[config.mk]
export PLATFORM = sky130hd
export DESIGN_NAME = n_risc
export DESIGN_NICKNAME = d
export VERILOG_FILES = /design/src/rtl/n_risc_pkg.sv /design/src/rtl/n_risc_alu.sv /design/src/rtl/n_risc_regfile.sv /design/src/rtl/n_risc.sv
export SDC_FILE = /design/constraint.sdc
export NUM_CORES = 1
export LEC_CHECK = 0
export ABC_AREA = 1
export ABC_CLOCK_PERIOD_IN_PS = 5700
export CORE_MARGIN = 2
export CORE_UTILIZATION = 45
export DETAILED_ROUTE_END_ITERATION = 6
export GPL_TIMING_DRIVEN = 1
export PLACE_DENSITY = 0.65
export SYNTH_ARGS = -nofsm -noshare
export SYNTH_HDL_FRONTEND = slang
export SYNTH_SLANG_ARGS = --single-unit
[constraint.sdc]
create_clock -name Clock -period 5.7 [get_ports Clock]
set_input_delay 1.14 -clock Clock [delete_from_list [all_inputs] [get_ports Clock]]
set_output_delay 1.14 -clock Clock [all_outputs]
set_load 0.03 [all_outputs]
[src/rtl/n_risc_pkg.sv]
// n_risc_pkg: opcodes, ALU operations and instruction field positions for the n_risc core.
package n_risc_pkg;
  localparam int NREGS = 4;
  localparam logic [2:0] OP_ADD  = 3'd0;
  localparam logic [2:0] OP_SUB  = 3'd1;
  localparam logic [2:0] OP_AND  = 3'd2;
  localparam logic [2:0] OP_OR   = 3'd3;
  localparam logic [2:0] OP_ADDI = 3'd4;
  localparam logic [2:0] OP_LW   = 3'd5;
  localparam logic [2:0] OP_SW   = 3'd6;
  localparam logic [2:0] OP_BEQZ = 3'd7;
  localparam int OP_HI = 7, OP_LO = 5;
  localparam int RA_HI = 4, RA_LO = 3;
  localparam int RB_HI = 2, RB_LO = 1;
  localparam int IMM_HI = 2, IMM_LO = 0;
  typedef enum logic [2:0] {ALU_ADD, ALU_SUB, ALU_AND, ALU_OR, ALU_PASSB} alu_op_t;
  function automatic logic [7:0] sext3(input logic [2:0] v);
    return {{5{v[2]}}, v};
  endfunction
endpackage

[src/rtl/n_risc_alu.sv]
// n_risc_alu: 8-bit ALU with modulo-256 arithmetic and a zero flag on operand A.
import n_risc_pkg::*;
module n_risc_alu (
  input  alu_op_t     i_op,
  input  logic [7:0]  i_a,
  input  logic [7:0]  i_b,
  output logic [7:0]  SaidaULA,
  output logic        o_zero
);
  always_comb begin
    SaidaULA = i_op == ALU_ADD ? i_a + i_b :
               i_op == ALU_SUB ? i_a - i_b :
               i_op == ALU_AND ? i_a & i_b :
               i_op == ALU_OR  ? i_a | i_b : i_b;
    o_zero = i_a == 8'd0;
  end
endmodule

[src/rtl/n_risc_regfile.sv]
// n_risc_regfile: 4x8 register file, two async read ports, one sync write port.
// NRISC_R0_ZERO_EN makes r0 a constant zero by discarding writes to it.
import n_risc_pkg::*;
module n_risc_regfile (
  input  logic        Clock,
  input  logic        Reset_n,
  input  logic        i_we,
  input  logic [1:0]  i_wa,
  input  logic [7:0]  i_wd,
  input  logic [1:0]  i_ra1,
  input  logic [1:0]  i_ra2,
  output logic [7:0]  DadoLido1,
  output logic [7:0]  DadoLido2
);
  logic [7:0] r_regs [NREGS];
  logic       w_we;
`ifdef NRISC_R0_ZERO_EN
  assign w_we = i_we && i_wa != 2'd0;
`else
  assign w_we = i_we;
`endif
  assign DadoLido1 = r_regs[i_ra1];
  assign DadoLido2 = r_regs[i_ra2];
  always_ff @(posedge Clock) begin
    if (!Reset_n)
      for (int i = 0; i < NREGS; i++) r_regs[i] <= '0;
    else if (w_we)
      r_regs[i_wa] <= i_wd;
  end
endmodule

[src/rtl/n_risc.sv]
// n_risc: single-cycle 8-bit load/store core; decode and PC live here.
// Define NRISC_R0_ZERO_EN to hardwire r0 to zero.
import n_risc_pkg::*;
module n_risc #(
  parameter logic [7:0] PC_RESET = 8'h00
) (
  input  logic        Clock,
  input  logic        Reset_n,
  output logic [7:0]  SaidaPC,
  input  logic [7:0]  Instrucao,
  output logic [7:0]  EndMemDados,
  output logic [7:0]  DadoEscritoMem,
  input  logic [7:0]  DadoLidoMem,
  output logic        out_EscReg,
  output logic        out_EscMem,
  output logic        out_LerMem
);
  logic [7:0] r_pc;
  logic [2:0] w_op;
  logic [7:0] w_imm, w_a, w_b, w_alu_b, w_alu_y, w_wd, w_pc_inc, w_pc_next;
  logic       w_zero;
  alu_op_t    w_alu_op;
  assign w_op = Instrucao[OP_HI:OP_LO];
  assign w_imm = sext3(Instrucao[IMM_HI:IMM_LO]);
  always_comb begin
    w_alu_op = w_op == OP_SUB ? ALU_SUB :
               w_op == OP_AND ? ALU_AND :
               w_op == OP_OR  ? ALU_OR  :
               (w_op == OP_ADD || w_op == OP_ADDI) ? ALU_ADD : ALU_PASSB;
    w_alu_b = w_op == OP_ADDI ? w_imm : w_b;
    w_wd = w_op == OP_LW ? DadoLidoMem : w_alu_y;
    w_pc_inc = r_pc + 8'd1;
    w_pc_next = (w_op == OP_BEQZ && w_zero) ? w_pc_inc + w_imm : w_pc_inc;
  end
  // Strobes are squashed during reset so external memory never sees a stray write.
  assign out_EscReg = Reset_n && w_op < OP_SW;
  assign out_EscMem = Reset_n && w_op == OP_SW;
  assign out_LerMem = Reset_n && w_op == OP_LW;
  assign SaidaPC = r_pc;
  assign EndMemDados = w_b;
  assign DadoEscritoMem = w_a;
  always_ff @(posedge Clock) begin
    if (!Reset_n) r_pc <= PC_RESET;
    else r_pc <= w_pc_next;
  end
  n_risc_regfile BancoReg (
    .Clock(Clock), .Reset_n(Reset_n), .i_we(out_EscReg),
    .i_wa(Instrucao[RA_HI:RA_LO]), .i_wd(w_wd),
    .i_ra1(Instrucao[RA_HI:RA_LO]), .i_ra2(Instrucao[RB_HI:RB_LO]),
    .DadoLido1(w_a), .DadoLido2(w_b)
  );
  n_risc_alu ULA (
    .i_op(w_alu_op), .i_a(w_a), .i_b(w_alu_b), .SaidaULA(w_alu_y), .o_zero(w_zero)
  );
endmodule

; Word level (Yosys, flattened, before mapping)
; Memories as Yosys holds them, arrays and structs flattened.
; Index checks and enable logic that the tools add are counted.
[classes]
add_sub_neg = 4
n_mul = 0
n_div = 0
magnitude_cmp = 1
eq_ne = 10
shift = 0
n_mux = 18
n_bitwise = 2
n_reduce_logical = 9
[op_table]
columns = op, count
row1 = two-way mux 8 bit, 8
row2 = adder 8 bit, 2
row3 = == test 3 x 2 -> 1 bit (second input constant), 4
row4 = == test 3 bit (second input constant), 4
row5 = two-way mux 3 bit, 4
row6 = adder 8 x 1 -> 8 bit (second input constant), 1
row7 = AND 8 bit, 1
row8 = zero test 8 bit, 1
row9 = bitwise OR 8 bit, 1
row10 = OR reduction 8 bit, 1
row11 = subtractor 8 bit, 1
row12 = == test 3 x 1 -> 1 bit (second input constant), 2
row13 = zero test 3 bit, 2
row14 = two-way mux 1 bit, 5
row15 = logical AND 1 bit, 4
row16 = < comparator 3 bit (second input constant), 1
row17 = two-way mux 2 bit, 1
row18 = logical OR 1 bit, 1
[word_totals]
ff_bits = 8
latchBits = 0
mem_bits_rw = 32
rom_bits = 0
inputBits = 18
out_inout_bits = 27
memories = 1
[memory_table]
columns = name, words, word_bits, rd, rd_clocked_by_memory_dff, wr, line
row1 = BancoReg.r_regs, 4, 8, 2, 0, 4, n_risc_regfile.sv:15  ; logic [7:0] r_regs [NREGS];

; Logic depth before layout (Yosys ltp)
; Gate-level depths: netlist of the first run.
[depth]
word_depth = 13
depth_mapped = 23
mapped_depth_nobuf = 21

; Hierarchy
; From an unflattened synthesis of the first run, not the netlist that was laid out.
[hier_totals]
hier_cells = 595
hier_area_um2 = 4070.2
[by_module_without_submodules]
columns = module, n_inst, cells_each, area_per_inst_um2, seq_area_each_um2
row1 = n_risc_regfile, 1, 240, 1880.6, 960.9
row2 = n_risc_alu, 1, 194, 1121.1, 0.0
row3 = n_risc, 1, 161, 1068.5, 160.2

; Worst setup path after synthesis of the first run
; No wires, ideal clock.
[synth_path]
path_kind = input to register
startpoint = input Instrucao[1]
endpoint = memory BancoReg.r_regs[1][7] (data pin)
t_arrival_ps = 3154
required_ps = 5439
path_slack_ps = 2284
path_stages = 22
path_buffers = 3
path_cell_list = buf_2 inv_2 buf_4 nand2_1 nand3_1 nand3_1 nand2_1 inv_1 ha_1 clkbuf_1 nor2_1 and2_1 nand2_1 nand2_1 nand2_1 nand3_1 nand2_1 nand2_1 nand2_1 nand2_1 nand2_1 nor2_1
[synth_rtl]
columns = element, line
row1 = from (decl), n_risc.sv:10  ; input logic [7:0] Instrucao,
row2 = to (decl), n_risc_regfile.sv:15

; Worst setup path in the final report of the first run
[layout_path]
startpoint = input Instrucao[3]
endpoint = output DadoEscritoMem[1]
[layout_via]
elab_chain_len = 1
[layout_lines]
columns = element, line
row1 = memory (4 x 8 bit), n/a
row2 = to (decl), n_risc.sv:12  ; output logic [7:0] DadoEscritoMem,
; Every way passes these cells.

==> metrics.txt, run 1 <==
outcome complete, no violations; number of antenna violations at the first check in global routing 0; Mapped Cells 592; via count a little under 4000; largest net degree at the start of global routing 21; post_cts resized 0; CTS tree done; Total Wirelength 11300 um; Post-synth EDFFs 32; Synth Net Count 644; Final Slew Violations 0; LEAKAGE ~2.2 nW; Final Hold Fails 0; Post-synth top cells nand2_1 (186), inv_1 (73), nand3_1 (61); Top FF cell, synth edfxtp_1; sequential share of the synthesized area ~28%; core footprint ~0.0086 mm2; Via-to-Cell Ratio around 5.3; Die W 97.7 um; Largest stage delay, worst path 0.71 ns; total power ~1.0 mW; Cell Area, Synth roughly 0.004 mm2; PortBufs 44; Worst slew margin about two fifths; die height around 98 um; vias in the first global route 3779; Hold Crit Class register to register; total grt overflow 0; Pre-antenna DRT Iters 5; Worst Path Required between 4 and 5 ns; Core Rows 34; slowest CP cell clkdlybuf4s50_1; # clock sinks 40; post-layout net count slightly below 700; Crit path top cell by count clkdlybuf4s50_1; fin crit period around 4.5 ns; CP arrival between 3 and 4 ns; Die Footprint around 0.0095 mm2; Crit path buffers/inverters 4; Placer Congestion between 0.8 and 0.9; Reg clk slew, reported paths around 0.08 ns; Routed Antenna Nets 0; DP HPWL ~8700 um; CTS max path bufs 2; Ys Warns 0; CTS Hold Bufs 0; CP Class input port to output pin; largest area contributor in the netlist edfxtp_1; most common cell in the synthesized netlist nand2_1; Clk Latency, worst-skew pair 0.30 ns; first-pass GRT wire length about 18000 um; Async SR Flop Fraction 0%; pwr dens around 230 mW/mm2; synth top area cells edfxtp_1 (24%), nand2_1 (18%), ha_1 (9.8%); Worst setup SP type input port; unrepaired setup endpoints after global routing no; htree depth 2; final setup violation count 0; cell family with the largest share of critical-path delay buffers and inverters; share of layout cells above drive strength 1 between 5 and 6%; post-synth top area share around 24%; Filler cells roughly 860; GRT Total Usage 24.2%; Max Cap Violations 0; Post-CTS Setup Repair Bufs 0; Max Fclk around 220 MHz; reg-to-reg setup timing slack 2.95 ns; nature of the critical path endpoint output pin; DR iter-0 viols between 200 and 300; number of remaining DRC errors 0; Yosys reg bits 40; Starting Density approximately 46%; I/O pins between 40 and 50; crit-path cells clkdlybuf4s50_1, buf_4, a21oi_1, o21ai_1, nand2_1, inv_1, clkdlybuf4s50_1; IR drop worst, VDD approximately 0.00013 V; Layout Skew 0.00696 ns; total negative slack 0 ns; post-synth cell types 39; routed len/inst 15.4 um; ant diodes 0; worst slew pin tran about 0.92 ns; syn_area_per_cell approximately 6.7 um2; TritonCTS Buffers 5; fin crit share about four fifths; Root Buffer clkbuf_8; Critical Path Fanout Max 16; Syn-to-layout area delta 15.3%
[cells by family (layout without fill, tap and decap cells)]
| kind of cell | count (synthesis) | count (layout) | synth area share (%) |
|---|---|---|---|
| buf+inv | 107 | 142 | 11.6 |
| fa+ha+maj | 34 | 34 | 11.3 |
| flops | 40 | 40 | 28.4 |
| compound gates | 67 | 67 | 9.03 |
| xor+xnor | 14 | 14 | 3.11 |
| simple gates | 330 | 330 | 36.5 |
[cell usage in the layout, fill, tap and decap left out, types with 2 or more instances in the layout]
| master | netlist | layout |
|---|---|---|
| bufinv_16 | 0 | 2 |
| nor3_4 | 2 | 2 |
| nand3b_1 | 2 | 2 |
| clkdlybuf4s50_1 | 0 | 44 |
| xor2_1 | 12 | 12 |
| nand2_2 | 3 | 3 |
| fa_1 | 3 | 3 |
| xnor2_1 | 2 | 2 |
| nor2_4 | 2 | 2 |
| a31oi_1 | 3 | 3 |
| inv_1 | 73 | 73 |
| buf_4 | 4 | 3 |
| ha_1 | 31 | 31 |
| nor2_1 | 53 | 53 |
| clkbuf_8 | 0 | 5 |
| nand2_1 | 186 | 186 |
| nand4_1 | 6 | 6 |
| clkinv_1 | 2 | 2 |
| o21ai_0 | 20 | 20 |
| or2_2 | 3 | 3 |
| o21ai_1 | 7 | 7 |
| edfxtp_1 | 32 | 32 |
| a21oi_1 | 31 | 31 |
| and2_1 | 7 | 7 |
| nand3_1 | 61 | 61 |
| dfxtp_1 | 8 | 8 |
| inv_2 | 11 | 11 |
[stage by stage]
| step | instances | hold WS [ns] | util [%] | cell area, um2 | setup slack [ns] |
|---|---|---|---|---|---|
| after floorplan | 592 | 0.719 | - | 3950 | 2.28 |
| after global placement | 727 | 0.593 | 51.5 | 4420 | 1.21 |
| after detailed placement | 727 | 0.617 | 51.5 | 4420 | 1.17 |
| after CTS | 735 | 0.630 | 53.0 | 4550 | 1.15 |
| after global routing | 735 | 0.664 | 53.0 | 4550 | 1.04 |
| final | 735 | 0.628 | 53.0 | 4550 | 1.15 |
[worst paths after layout]
check                   startpoint               endpoint  depth (start not counted)
max                   Instrucao[3]      DadoEscritoMem[1]                          7
min                     SaidaPC[0]             SaidaPC[0]                          3
max reg2reg  BancoReg.r_regs[0][0]  BancoReg.r_regs[0][4]                         16
min reg2reg             SaidaPC[0]             SaidaPC[0]                          3
[flip-flops by register name, summed over array words and instances, names as in the netlist]
name	flops
SaidaPC	8
BancoReg.r_regs	32
[routing by layer]
layer  up-vias  GRT usage (%)  share of wire (%)
met4         0           6.94                2.4
met3        22           3.45                5.3
met5         -              0                  0
met2       129           42.5                 48
met1      1771           30.8                 44
li1       1953              -                  -
[power by group]
group	total, mW	leakage, nW	internal [mW]	switching, mW
Combinational	0.400	1.78	0.138	0.262
Clock	0.284	0.0654	0.175	0.109
Sequential	0.347	0.399	0.337	0.0103
[area by class of cell]
cell class / count / area (um2) / share of cell area, %
Inverter: 87 / 328 / 7.20
Multi-Input combinational cell: 445 / 2370 / 52.1
Tap cell: 108 / 135 / 2.97
Clock inverter: 2 / 60.1 / 1.32
Clock buffer: 6 / 72.6 / 1.59
Timing Repair Buffer: 47 / 463 / 10.2
Sequential cell: 40 / 1120 / 24.6
[worst register-to-register path, stage by stage, from the launching register on]
cell and delay [ns]:
edfxtp_1 0.40, nand2_1 0.08, nand3_1 0.08, nand2_1 0.11
nand2_1 0.05, o21ai_1 0.14, inv_1 0.10, ha_1 0.25
fa_1 0.44, a21oi_1 0.14, o21ai_0 0.10, xor2_1 0.15
o21ai_0 0.09, inv_1 0.09, nand2_1 0.06, nand2_1 0.14
nor2_1 0.06
Power figures use the tool's default switching activity.
==> run 2: changes to the inputs <==
--- a/config.mk
+++ b/config.mk
@@ -6,12 +6,12 @@
 export NUM_CORES = 1
 export LEC_CHECK = 0
 export ABC_AREA = 1
-export ABC_CLOCK_PERIOD_IN_PS = 5700
+export ABC_CLOCK_PERIOD_IN_PS = 3890
 export CORE_MARGIN = 2
 export CORE_UTILIZATION = 45
 export DETAILED_ROUTE_END_ITERATION = 6
 export GPL_TIMING_DRIVEN = 1
-export PLACE_DENSITY = 0.65
+export PLACE_DENSITY = 0.68
 export SYNTH_ARGS = -nofsm -noshare
 export SYNTH_HDL_FRONTEND = slang
 export SYNTH_SLANG_ARGS = --single-unit
==> constraint.sdc (replaced) <==
create_clock -name Clock -period 3.89 [get_ports Clock]
set_input_delay 0.778 -clock Clock [delete_from_list [all_inputs] [get_ports Clock]]
set_output_delay 0.778 -clock Clock [all_outputs]
set_load 0.03 [all_outputs]
==> run 2 against run 1 <==
Cell count is 2.7% higher. Setup slack worse by 0.92 ns. Routed wire length is 0.19% higher. Clock skew is 0.0012 ns lower. Hold slack better by 0.0070 ns. Total power is 41% higher. Global-route usage is 0.084 points lower. Core utilization is 1.5 points higher. Cell area is 2.8% higher. Non-clock buffer count is 20 higher. Sequential power is 46% higher. Register-to-register slack worse by 1.8 ns.
==> metrics.txt, run 2 (synthesized netlist as in run 1, its figures left out) <==
DP Cell Count 747 (+2.8%); Worst Path Required 3.11 ns (-1.45 ns); CTS Hold Bufs 0 (unchanged); I/O pins 45 (unchanged); LEAKAGE 2.34 nW (+4.4%); htree depth 2 (unchanged); Largest stage delay, worst path 0.77 ns (+0.06 ns); fin crit period ~3.7 ns; Syn-to-layout area delta 18.6%; Largest register FFs 32 (unchanged); Filler cells 876 (+2.0%); Starting Density 46.0% (unchanged); first-pass GRT wire length 18400 um (about the same); Die W 97.7 um (unchanged); ant diodes 0 (unchanged); CTS max path bufs 2 (unchanged); TritonCTS Buffers 5 (unchanged); die height 97.7 um (unchanged); nature of the critical path endpoint output pin; unrepaired setup endpoints after global routing no; Final Slew Violations 0 (unchanged); final setup violation count 0 (unchanged); Sw Share 38.0% (+1.1 points); total negative slack 0 ns (unchanged); post-layout net count 698 (+2.9%); DR iter-0 viols 293 (+0.34%); Root Buffer clkbuf_8; fin cells 755 (+2.7%); Critical Path Fanout Max 12 (-4); outcome complete, no violations; CTS tree done; Max Cap Violations 0 (unchanged); Worst setup SP type input port; internal power 0.903 mW (+39%); clock share of power 23.7% (-3.8 points); total grt overflow 0 (unchanged); Core Rows 34 (unchanged); min-delay src SaidaPC[0]; pwr dens 311 mW/mm2 (+37%); hold depth 3 (unchanged); worst slew pin tran 0.553 ns (-0.372 ns); Layout Skew 0.00579 ns (-0.00118 ns); Worst slew margin 63.0% (+25 points); Hold Crit Class register to register; Top reg by flops BancoReg.r_regs; Die Footprint 0.00954 mm2 (unchanged); number of remaining DRC errors 0 (unchanged); reg-to-reg setup timing slack 1.14 ns (-1.81 ns); Crit path top cell by count clkdlybuf4s50_1; number of antenna violations at the first check in global routing 0 (unchanged); # clock sinks 40 (unchanged); CP startpoint Instrucao[4]; Pre-antenna DRT Iters 5 (unchanged); largest net degree at the start of global routing 21 (unchanged); fin util 54.5% (+1.5 points); combinational share of power 41.4% (+2.6 points); Worst Reg2Reg Path Length in Cells 15 (-1); Post-CTS Setup Repair Bufs 0 (unchanged); Final Hold Fails 0 (unchanged); DP HPWL 9030 um (+3.6%); PortBufs 44 (unchanged); CP Class input port to output pin; crit-path cells clkdlybuf4s50_1, buf_4, a21oi_1, o21ai_1, nand2_2, inv_1, clkdlybuf4s50_1; GRT Total Usage 24.1% (-0.084 points); RR Endpoint BancoReg.r_regs[0][4]; IR drop worst, VDD 0.000164 V (+31%); via count 3992 (+3.0%); fin crit share a little over nine tenths; Max Fclk 274 MHz; Hold Path Sink SaidaPC[0]; Reg clk slew, reported paths 0.08 ns (about the same); routed len/inst 15.0 um (-2.5%); Via-to-Cell Ratio 5.29 (+0.29%); slowest CP cell clkdlybuf4s50_1; Final Cell Area 0.00468 mm2 (+2.8%); post_cts resized 0 (unchanged); Routed Antenna Nets 0 (unchanged); core footprint 0.00859 mm2 (unchanged); Clk Latency, worst-skew pair 0.30 ns (about the same); vias in the first global route 3738 (-1.1%); most frequent cells in the layout nand2_1 (186), inv_1 (73), nand3_1 (61); Placer Congestion 0.920 (+5.7%); Seq pwr share 34.9% (+1.2 points); most common cell after layout, fill and taps aside nand2_1; placed cell area 0.00458 mm2 (+3.5%); CP arrival 2.87 ns (-0.54 ns); share of layout cells above drive strength 1 9.58% (+3.7 points); worst reg2reg startpoint BancoReg.r_regs[1][1]; Switch Pwr 0.553 mW (+45%); Total Wirelength 11300 um (+0.19%)
## run 2: worst max-delay path by stage
stage / slack, ns / cells after the start / endpoint
after floorplan: 0.84 / 22 / BancoReg.r_regs[1][7]
after global routing: 0.11 / 18 / BancoReg.r_regs[1][5]
final: 0.24 / 7 / DadoEscritoMem[6]
after CTS: 0.26 / 7 / DadoEscritoMem[5]
after detailed placement: 0.04 / 17 / BancoReg.r_regs[0][4]
after global placement: 0.05 / 19 / BancoReg.r_regs[0][7]
## run 2: per-layer routing
metal  GRT usage [%]  wire, um
met1            31.4      4890
met2            40.2      5410
met3            3.67       616
met4            9.40       408
met5               0         0
## run 2: critical path: cells and delay by family
kind,cells,cell delay (ns)
buffers and inverters,4,1.83
AOI/OAI and AO/OA,2,0.14
and+or+nand+nor,1,0.12
## run 2: area by class of cell
class	instances	area, um2	share of cell area (%)
clock inverter	2	35.0	0.748
timing repair buffer	67	623	13.3
inverter	87	328	7.00
sequential	40	1120	23.9
tap	108	135	2.89
multi-input combinational	445	2370	50.6
clock buffer	6	72.6	1.55
## run 2: power by group through the flow
| stage | registers, mW | clock network, mW | logic, mW |
|---|---|---|---|
| global placement | 0.517 | 0 | 0.593 |
| detailed placement | 0.518 | 0 | 0.596 |
| finish | 0.508 | 0.345 | 0.603 |
| global route | 0.513 | 0.362 | 0.668 |
| floorplan | 0.520 | 0 | 0.404 |
| CTS | 0.508 | 0.345 | 0.600 |
## run 2: stage by stage
stage / total power, mW / hold WS (ns) / worst slack (ns)
6_report: 1.46 / 0.634 / 0.239
5_1_grt: 1.54 / 0.713 / 0.105
4_1_cts: 1.45 / 0.634 / 0.263
3_5_place_dp: 1.11 / 0.624 / 0.0449
3_3_place_gp: 1.11 / 0.595 / 0.0451
2_1_floorplan: 0.924 / 0.719 / 0.836
